===== config.mk =====
export PLATFORM = sky130hd
export DESIGN_NAME = tea_block_packer
export DESIGN_NICKNAME = d
export VERILOG_FILES = /design/src/rtl/tea_pkg.sv /design/src/rtl/tea_blk_reg.sv /design/src/rtl/tea_block_packer.sv
export SDC_FILE = /design/constraint.sdc
export NUM_CORES = 1
export LEC_CHECK = 0
export BUFFER_PORTS_ARGS = -buffer_cell sky130_fd_sc_hd__buf_2
export CORE_UTILIZATION = 50
export CTS_BUF_LIST = sky130_fd_sc_hd__clkbuf_4 sky130_fd_sc_hd__clkbuf_8
export DETAILED_ROUTE_END_ITERATION = 10
export GPL_ROUTABILITY_DRIVEN = 0
export GPL_TIMING_DRIVEN = 0
export HOLD_SLACK_MARGIN = 0.02
export PLACE_DENSITY = 0.78
export RECOVER_POWER = 25
export SYNTH_ARGS = -nofsm -noshare
export SYNTH_HDL_FRONTEND = slang
export SYNTH_SLANG_ARGS = --single-unit

===== constraint.sdc =====
create_clock -name clk -period 6.45 [get_ports clk]
set_input_delay 0.3225 -clock clk [delete_from_list [all_inputs] [get_ports clk]]
set_output_delay 0.3225 -clock clk [all_outputs]
set_load 0.01 [all_outputs]

===== src/rtl/tea_pkg.sv =====
// Shared TEA definitions used by the packer and the downstream unpacker.
//   DELTA       : TEA key-schedule constant
//   BLOCK_W     : cipher block width in bits
//   BYTE_W      : stream byte width in bits
//   state_e     : packer FSM states
//   slot_lsb()  : bit offset of byte slot k inside a block for a given byte order
package tea_pkg;

    localparam logic [31:0] DELTA   = 32'h9e37_79b9;
    localparam int unsigned BLOCK_W = 64;
    localparam int unsigned BYTE_W  = 8;

    typedef enum logic [1:0] {
        COLLECT,
        PAD,
        HOLD
    } state_e;

    // Big-endian slot k occupies bits [63-8k:56-8k], i.e. LSB at 8*(7-k);
    // little-endian slot k occupies bits [8k+7:8k].
    function automatic logic [5:0] slot_lsb(input logic [2:0] slot, input logic big_endian);
        if (big_endian) begin
            return {~slot, 3'b000};
        end
        return {slot, 3'b000};
    endfunction

endpackage


===== src/rtl/tea_blk_reg.sv =====
// Output holding register for assembled TEA blocks.
// Ports:
//   clk, rst   : clock, asynchronous active-high reset
//   ena        : global enable, 0 freezes the register
//   load_i     : load data_i/last_i/pad_i as a new valid block
//   data_i, last_i, pad_i : block to load
//   ready_i    : downstream accepts the block when valid_o && ready_i
//   data_o, valid_o, last_o, pad_o : registered block presented downstream
module tea_blk_reg
    import tea_pkg::*;
(
    input  logic               clk,
    input  logic               rst,
    input  logic               ena,
    input  logic               load_i,
    input  logic [BLOCK_W-1:0] data_i,
    input  logic               last_i,
    input  logic [2:0]         pad_i,
    input  logic               ready_i,
    output logic [BLOCK_W-1:0] data_o,
    output logic               valid_o,
    output logic               last_o,
    output logic [2:0]         pad_o
);

    logic [BLOCK_W-1:0] data_q, data_d;
    logic               valid_q, valid_d;
    logic               last_q, last_d;
    logic [2:0]         pad_q, pad_d;

    // A load wins over a consume on the same edge, so back-to-back blocks keep valid high.
    always_comb begin
        data_d  = data_q;
        valid_d = valid_q;
        last_d  = last_q;
        pad_d   = pad_q;
        if (ena) begin
            if (load_i) begin
                data_d  = data_i;
                valid_d = 1'b1;
                last_d  = last_i;
                pad_d   = pad_i;
            end else if (valid_q && ready_i) begin
                valid_d = 1'b0;
            end
        end
    end

    always_ff @(posedge clk or posedge rst) begin
        if (rst) begin
            data_q  <= '0;
            valid_q <= 1'b0;
            last_q  <= 1'b0;
            pad_q   <= '0;
        end else begin
            data_q  <= data_d;
            valid_q <= valid_d;
            last_q  <= last_d;
            pad_q   <= pad_d;
        end
    end

    assign data_o  = data_q;
    assign valid_o = valid_q;
    assign last_o  = last_q;
    assign pad_o   = pad_q;

endmodule


===== src/rtl/tea_block_packer.sv =====
// Packs a valid/ready byte stream into 64-bit blocks for the TEA encryptor,
// padding a short final block with PAD_BYTE.
// Ports:
//   clk, rst   : clock, asynchronous active-high reset
//   ena        : global enable, 0 freezes all state
//   in_data, in_valid, in_last, in_ready : byte input handshake
//   blk_data, blk_valid, blk_last, blk_pad, blk_ready : block output handshake
module tea_block_packer
    import tea_pkg::*;
#(
    parameter logic [7:0] PAD_BYTE   = 8'h00,
    parameter bit         BIG_ENDIAN = 1'b1
) (
    input  logic               clk,
    input  logic               rst,
    input  logic               ena,
    input  logic [BYTE_W-1:0]  in_data,
    input  logic               in_valid,
    input  logic               in_last,
    output logic               in_ready,
    output logic [BLOCK_W-1:0] blk_data,
    output logic               blk_valid,
    output logic               blk_last,
    output logic [2:0]         blk_pad,
    input  logic               blk_ready
);

    state_e             state_q, state_d;
    logic [2:0]         idx_q, idx_d;
    logic [BLOCK_W-1:0] asm_q, asm_d;
    logic [2:0]         pad_q, pad_d;
    logic               last_q, last_d;

    logic               out_free;
    logic [BYTE_W-1:0]  wr_byte;
    logic [5:0]         wr_off;
    logic [BLOCK_W-1:0] merged;
    logic               complete;
    logic               cmp_last;
    logic [2:0]         cmp_pad;
    logic               load;
    logic [BLOCK_W-1:0] ld_data;
    logic               ld_last;
    logic [2:0]         ld_pad;

    assign out_free = !blk_valid || blk_ready;

    // Assembly register with the current byte (or pad byte) written into slot idx.
    assign wr_byte = (state_q == PAD) ? PAD_BYTE : in_data;
    assign wr_off  = slot_lsb(idx_q, BIG_ENDIAN);
    assign merged  = (asm_q & ~({{(BLOCK_W-BYTE_W){1'b0}}, {BYTE_W{1'b1}}} << wr_off))
                   | ({{(BLOCK_W-BYTE_W){1'b0}}, wr_byte} << wr_off);

    always_comb begin
        state_d  = state_q;
        idx_d    = idx_q;
        asm_d    = asm_q;
        pad_d    = pad_q;
        last_d   = last_q;
        in_ready = 1'b0;
        complete = 1'b0;
        cmp_last = last_q;
        cmp_pad  = pad_q;
        load     = 1'b0;
        ld_data  = asm_q;
        ld_last  = last_q;
        ld_pad   = pad_q;

        unique case (state_q)
            COLLECT: begin
                in_ready = ena;
                if (ena && in_valid) begin
                    if (idx_q == 3'd7) begin
                        complete = 1'b1;
                        cmp_last = in_last;
                        cmp_pad  = 3'd0;
                    end else begin
                        asm_d = merged;
                        idx_d = idx_q + 3'd1;
                        if (in_last) begin
                            pad_d   = 3'd7 - idx_q;
                            last_d  = 1'b1;
                            state_d = PAD;
                        end
                    end
                end
            end
            PAD: begin
                if (ena) begin
                    if (idx_q == 3'd7) begin
                        complete = 1'b1;
                        cmp_last = 1'b1;
                        cmp_pad  = pad_q;
                    end else begin
                        asm_d = merged;
                        idx_d = idx_q + 3'd1;
                    end
                end
            end
            HOLD: begin
                if (ena && out_free) begin
                    load    = 1'b1;
                    ld_data = asm_q;
                    ld_last = last_q;
                    ld_pad  = pad_q;
                    asm_d   = '0;
                    idx_d   = '0;
                    state_d = COLLECT;
                end
            end
            default: state_d = COLLECT;
        endcase

        // The completing byte bypasses the assembly register when the output is free;
        // otherwise the full block parks in asm_q until HOLD can hand it over.
        if (complete) begin
            if (out_free) begin
                load    = 1'b1;
                ld_data = merged;
                ld_last = cmp_last;
                ld_pad  = cmp_pad;
                asm_d   = '0;
                idx_d   = '0;
                state_d = COLLECT;
            end else begin
                asm_d   = merged;
                last_d  = cmp_last;
                pad_d   = cmp_pad;
                state_d = HOLD;
            end
        end
    end

    always_ff @(posedge clk or posedge rst) begin
        if (rst) begin
            state_q <= COLLECT;
            idx_q   <= '0;
            asm_q   <= '0;
            pad_q   <= '0;
            last_q  <= 1'b0;
        end else begin
            state_q <= state_d;
            idx_q   <= idx_d;
            asm_q   <= asm_d;
            pad_q   <= pad_d;
            last_q  <= last_d;
        end
    end

    tea_blk_reg u_blk_reg (
        .clk     (clk),
        .rst     (rst),
        .ena     (ena),
        .load_i  (load),
        .data_i  (ld_data),
        .last_i  (ld_last),
        .pad_i   (ld_pad),
        .ready_i (blk_ready),
        .data_o  (blk_data),
        .valid_o (blk_valid),
        .last_o  (blk_last),
        .pad_o   (blk_pad)
    );

endmodule


==> metrics.cfg, run 1 <==
[outcome]
outcome=complete, but fails checks
violations=max-capacitance violations, max-slew violations

[critical_path]
worstPathRequired_ps=6840
slowest_delay_ps=760
reg2regPathDepth=7
cp.arrival_ps=2970
path_class=flop to flop
crit_chain=ha_1 > and2_1 > clkbuf_1 > nand4_2 > o2111ai_4 > nor4_2 > a22o_1
cp_max_fo=8
worst_path_max_delay_cell=nor4_2
critPathBufInv=1
critPathLaunchType=flop
cp_top_family=simple AND/OR/NAND/NOR gates
path_depth=7
worstSetupEndpointType=flop

[logic_synthesis]
synth_top_family_by_area=compound AO/OA/AOI/OAI gates
yosys-top-cells-area=dfrtp_1 (58%), nand2_1 (11%), a22o_1 (6.4%)
synth_mux_area_frac=0.0130
yosys_warnings=0
synth.largest_area_cell=dfrtp_1
syn_inst=598
yosys.area_share.simple=0.174
yosysTopAreaCellShare=0.578
synth_nets=616
synthFlopType=dfrtp_1
synth_seq_cells=142
synth_compound_area_frac=0.196
avgSynthCellArea_um2=10.3
synthAdderAreaFrac=0.00814
yosysMostFrequentCell=nand2_1
synthArstFlopShare=1.00
yosysSeqAreaShare=0.578
synth-xor-area-share=0
syn_area_um2=6150
ys_types=50
synth_edf_count=0
synth_common_cells=nand2_1 (172), dfrtp_1 (142), a22o_1 (45)

[grt]
grt_max_degree=109
grt_pass1_vias=4721
grtUsageTotal=0.253
grt_pass1_wl_mm=24.5
antenna_found_initial=0
overflow=0

[floorplan]
start_util=0.512
io_pins=84
rows=40
die_w_um=113
core_um2=12000
die_y_um=113
die_area_um2=12700

[clock_network]
cts_made_buffers=17
clock_latency_ps=460
cts_tree=built
htreeDepth=4
ctsLongestPathBuffers=2
clkTransAtPathRegs_ps=80
cts-root-buf=clkbuf_8
numClockSinks=142
cts_setup_buffers=0

[drt]
route.antenna.remaining_nets=0
post_drt_wl_per_cell_um=17.7
via_per_inst=5.81
wirelength_mm=15.3
drtIter0Drc=302
via_count=5002
firstDrtPassIters=5
drc_errors=0

[run]
drv_cap=1

[timing]
finClkSkew_ps=14.2
holdWs_ps=206
relSlewSlack=-0.0340
rsz0062_at_grt=false
max_freq_mhz=387
worst_pin_slew_ps=1540
drv_slew=35
setup_tns_ps=0
setup_ws_ps=3870
setup_viol=0
post-route-min-period_ps=2580
hold_viol_final=0
finalCritPeriodShare=0.400

[placed_design]
portBuffers=82
dp_hpwl_mm=10.7
dp_slack_ps=3980
dp_cells=828

[layout]
synthToLayoutAreaGrowth_pct=16.3
layout-drive-gt1-share=0.158
fillers=1029
fin_cells=861
nNetsFinal=719
diodes=0

[power_and_ir_drop]
power_density_nw_per_um2=465
irDropWorstVdd_mv=0.203
leakage_nw=3.40

[hold_path]
hold_depth=3
worstHoldPathType=input port to flop

==> worst min-delay path, stage by stage <==
cell and delay (ps):
buf_2 110, nand2_1 110, o21ai_1 80
==> kinds of logic after synthesis <==
kind of cell,count (synthesis)
AO/OA/AOI/OAI,158
flip-flops,142
multiplexers,8
AND/OR/NAND/NOR,241
adder cells (fa/ha/maj),4
buffers and inverters,45
==> path summary, 6_finish.rpt <==
check / from / end / slack, ps
max in group asynchronous: rst / state_q[0] / 4560
max: idx_q[0] / asm_q[39] / 3870
min in group asynchronous: rst / u_blk_reg.data_o[59] / 770
max reg2reg: idx_q[0] / asm_q[39] / 3870
min: in_data[0] / asm_q[40] / 210
min reg2reg: u_blk_reg.data_o[35] / u_blk_reg.data_o[35] / 480
==> power breakdown <==
group | leakage (nW) | switching [mW] | internal, mW
logic | 1.26 | 0.697 | 0.447
clock network | 0.211 | 0.338 | 0.398
registers | 1.93 | 0.203 | 1.24
total | 3.40 | 1.24 | 2.09
==> per-stage QoR <==
step | utilization | area [µm²] | power [mW]
after CTS | 0.600 | 7200 | 3.35
after floorplan | - | 6150 | 2.18
after detailed placement | 0.564 | 6770 | 2.61
after global routing | 0.595 | 7150 | 3.52
after global placement | 0.561 | 6740 | 2.56
final | 0.595 | 7150 | 3.32
==> registers in the layout (all words and copies together) (netlist names) <==
register	count
u_blk_reg.valid_o	1
u_blk_reg.pad_o	3
pad_q	3
last_q	1
asm_q	64
u_blk_reg.data_o	64
state_q	2
idx_q	3
u_blk_reg.last_o	1
==> layout make-up <==
cell class	count	area (µm²)	share of cell area
Tap cell	147	184	0.0257
Buffer	38	165	0.0231
Multi-Input combinational cell	411	2400	0.336
Inverter	7	27.5	0.00385
Clock buffer	23	310	0.0434
Clock inverter	9	108	0.0150
Sequential cell	142	3550	0.497
Timing Repair Buffer	84	402	0.0562
==> per-layer routing <==
| metal | up-vias | GRT usage | routed length (µm) |
|---|---|---|---|
| li1 | 2286 | - | - |
| met1 | 2464 | 0.338 | 6610 |
| met2 | 204 | 0.390 | 7080 |
| met3 | 48 | 0.0670 | 1130 |
| met4 | 0 | 0.114 | 461 |
| met5 | - | 0 | 0 |
==> what timing repair did <==
action,CTS,global route
hold buffers,1,0
endpoints found under the hold margin,34,0
gates resized for setup,0,0
==> placed cells by master (no fill, tap or decap), types with 2 or more instances in the layout <==
cell type / n
inv_1: 5
nand2_2: 2
a21oi_1: 5
and3_1: 4
o21ai_0: 41
clkinv_2: 3
o21ai_1: 12
nor2b_1: 8
clkinv_4: 2
clkbuf_8: 22
clkbuf_1: 52
o22ai_1: 3
a22o_1: 45
a2bb2oi_1: 24
a21o_1: 2
o21ai_2: 4
dfrtp_1: 142
buf_1: 9
nor3_1: 2
o2bb2ai_1: 8
and2_1: 11
nand2_1: 172
o221ai_2: 2
clkinvlp_4: 2
nor2_1: 17
buf_4: 2
ha_1: 4
nand3b_1: 2
mux2i_1: 8
nand2b_1: 3
bufinv_16: 2
nand3_1: 6
a21boi_0: 2
or2_2: 2
buf_2: 57
nor4_2: 4
(Power assumes the default switching activity.)
==> run 2: changes to the inputs <==
ABC_AREA = 1   (was unset)
PLACE_DENSITY = 0.77   (was 0.78)
clock period = 2.5 ns   (was 6.45 ns; I/O delays follow)
==> run 2 against run 1 <==
Effect of this change: wire length grew 31%; register-to-register slack got worse by 3600 ps; clock power rose to 3.2 times the previous value; the run ends with design-rule violations left; worst setup slack worse by 3600 ps; sequential cell count is the same; core utilization up 0.20 points; die area is 22% higher; fmax is 15% higher.
==> metrics.cfg, run 2 <==
[drt]
wirelength_mm=20.1  ; was 15.3 mm
drtIter0Drc=827  ; was 302
route.antenna.remaining_nets=0  ; unchanged
firstDrtPassIters=9  ; was 5
via_per_inst=5.16  ; was 5.81
via_count=7282  ; was 5,002
drc_errors=24  ; was 0
post_drt_wl_per_cell_um=14.2  ; was 17.7 µm

[layout]
postLayoutCellArea_um2=8750  ; was 7150 µm²
nNetsFinal=1231  ; was 719
synthToLayoutAreaGrowth_pct=16.1  ; was 16.3%
layout_common_cells=nand2_1 (402), nor2_1 (273), dfrtp_1 (142)  ; was nand2_1 (172), dfrtp_1 (142), buf_2 (57)
fin_cells=1412  ; was 861
final_common_cell=nand2_1  ; unchanged
layout-drive-gt1-share=0.141  ; was 0.158

[grt]
grtUsageTotal=0.273  ; was 0.253
overflow=0  ; unchanged
top_usage_layer=met2  ; unchanged
grt_pass1_vias=6732  ; was 4,721
antenna_found_initial=2  ; was 0
grt_max_degree=45  ; was 109
use_met3=0.0640  ; was 0.0670
grt_use_met2=0.414  ; was 0.390
grt_pass1_wl_mm=33.4  ; was 24.5 mm
grt_use_met1=0.383  ; was 0.338

[timing]
setup_viol=0  ; unchanged
relSlewSlack=0.302  ; was -0.0340
holdWs_ps=65.8  ; was 206 ps
hold_viol_final=0  ; unchanged
drv_slew=0  ; was 35
setup_tns_ps=0  ; unchanged
finClkSkew_ps=18.2  ; was 14.2 ps
max_freq_mhz=445  ; was 387 MHz
finalCritPeriodShare=0.899  ; was 0.400
worst_pin_slew_ps=1050  ; was 1540 ps
rsz0062_at_grt=false  ; unchanged
post-route-min-period_ps=2250  ; was 2580 ps

[logic_synthesis]
syn_area_um2=7540  ; was 6150 µm²
yosys_warnings=0  ; unchanged
yosys-top-cells-area=dfrtp_1 (47%), nand2_1 (20%), nor2_1 (14%)  ; was dfrtp_1 (58%), nand2_1 (11%), a22o_1 (6.4%)
synth_nets=1125  ; was 616
avgSynthCellArea_um2=6.81  ; was 10.3 µm²
synth_common_cells=nand2_1 (402), nor2_1 (275), dfrtp_1 (142)  ; was nand2_1 (172), dfrtp_1 (142), a22o_1 (45)
synth_edf_count=0  ; unchanged
synthArstFlopShare=1.00  ; unchanged
synth.largest_area_cell=dfrtp_1  ; unchanged
yosysMostFrequentCell=nand2_1  ; unchanged
synth_seq_cells=142  ; unchanged
yosysTopAreaCellShare=0.471  ; was 0.578
synthFlopType=dfrtp_1  ; unchanged
syn_inst=1107  ; was 598
ys_types=27  ; was 50
yosysSeqAreaShare=0.471  ; was 0.578

[power_and_ir_drop]
power.switching_mw=4.44  ; was 1.24 mW
leakage_nw=4.72  ; was 3.40 nW
p_sw_frac=0.420  ; was 0.373
power_density_nw_per_um2=1210  ; was 465 nW/µm²
combPwrFrac=0.422  ; was 0.344
pwr-share-seq=0.353  ; was 0.434
irDropWorstVdd_mv=0.630  ; was 0.203 mV
internal_power_mw=6.13  ; was 2.09 mW
clkPwrFrac=0.226  ; was 0.222

[clock_network]
cts_made_buffers=17  ; unchanged
clock_latency_ps=480  ; was 460 ps
htreeDepth=4  ; unchanged
clkTransAtPathRegs_ps=80  ; about the same
cts-root-buf=clkbuf_8  ; unchanged
numClockSinks=142  ; unchanged
cts_setup_buffers=0  ; unchanged
cts_tree=built  ; unchanged
ctsLongestPathBuffers=2  ; unchanged

[outcome]
violations=design-rule violations  ; was max-capacitance violations, max-slew violations
outcome=complete, but fails checks  ; unchanged

[floorplan]
io_pins=84  ; unchanged
die_area_um2=15600  ; was 12,700 µm²
start_util=0.515  ; was 0.512
rows=44  ; was 40
core_um2=14600  ; was 12,000 µm²
die_y_um=125  ; was 113 µm
die_w_um=125  ; was 113 µm

[critical_path]
worstSetupEndpointType=flop  ; unchanged
cp_max_fo=10  ; was 8
cp.arrival_ps=2610  ; was 2970 ps
path_class=flop to flop  ; unchanged
worstPathRequired_ps=2860  ; was 6840 ps
critPathLaunchType=flop  ; unchanged

[run]
drv_cap=0  ; was 1

[placed_design]
dp_hpwl_mm=14.2  ; was 10.7 mm
dp_cells=1377  ; was 828
dpl_cell_area_um2=8250  ; was 6770 µm²
portBuffers=83  ; was 82

[hold_path]
worstHoldPathType=input port to flop  ; unchanged

## run 2: worst max-delay path: stages (launching register included)
cell and delay, ps:
dfrtp_1 450, ha_1 290, nand2_4 130, nor2_4 160, nand3_2 260, inv_2 290, buf_2 300, nand2_1 80
nand2_1 90, nand2_1 60
## run 2: logic make-up (layout without fill, tap and decap cells)
kind of cell,after synthesis,after routing,synth area share
AO/OA/AOI/OAI,80,80,0.0541
adder cells (fa/ha/maj),4,4,0.00664
buffers and inverters,149,268,0.0825
flip-flops,142,142,0.471
other,0,2,0
AND/OR/NAND/NOR,732,732,0.385
## run 2: per-layer routing
| layer | wire [µm] | vias to the layer above | part of all wire |
|---|---|---|---|
| met5 | 0 | - | 0 |
| met4 | 325 | 0 | 0.016 |
| met3 | 1670 | 36 | 0.083 |
| met2 | 9040 | 303 | 0.45 |
| met1 | 9050 | 3350 | 0.45 |
| li1 | - | 3593 | - |
## run 2: power by group through the flow
stage               logic (mW)  clock network [mW]  registers, mW
floorplan                 2.85                   0           3.93
global placement          4.28                   0           3.73
detailed placement        4.39                   0           3.75
CTS                       4.43                2.40           3.72
global route              5.04                2.50           3.84
finish                    4.45                2.38           3.73
## run 2: cell type report
type	instances	area, µm²
inverter	94	354
fill	1386	5900
timing repair buffer	87	455
sequential	142	3550
clock inverter	13	259
buffer	55	269
clock buffer	19	255
multi-input combinational	816	3370
antenna	2	5.00
tap	184	230
## run 2: metrics by stage
stage | worst slack [ps] | total power [mW] | utilization
3_3_place_gp | -332 | 8.01 | 0.559
2_1_floorplan | 598 | 6.78 | -
5_1_grt | 52.5 | 11.4 | 0.597
3_5_place_dp | 251 | 8.14 | 0.563
4_1_cts | 224 | 10.6 | 0.599
6_report | 251 | 10.6 | 0.597
## run 2: worst paths after layout
check | from | end | slack, ps | depth (start not counted)
worst max-delay path | idx_q[0] | u_blk_reg.data_o[3] | 250 | 9
worst min-delay path | in_last | last_q | 70 | 5
worst max register to register | idx_q[0] | u_blk_reg.data_o[3] | 250 | 9
worst min register to register | asm_q[2] | asm_q[2] | 480 | 2
max in group asynchronous | rst | u_blk_reg.data_o[2] | 550 | 5
min in group asynchronous | rst | u_blk_reg.data_o[32] | 340 | 3
## run 2: repair_timing
item                                    CTS  global route
resized for setup                         0             2
hold buffers                              1             0
endpoints found under the hold margin    20             0
endpoints found under the setup margin    0             6
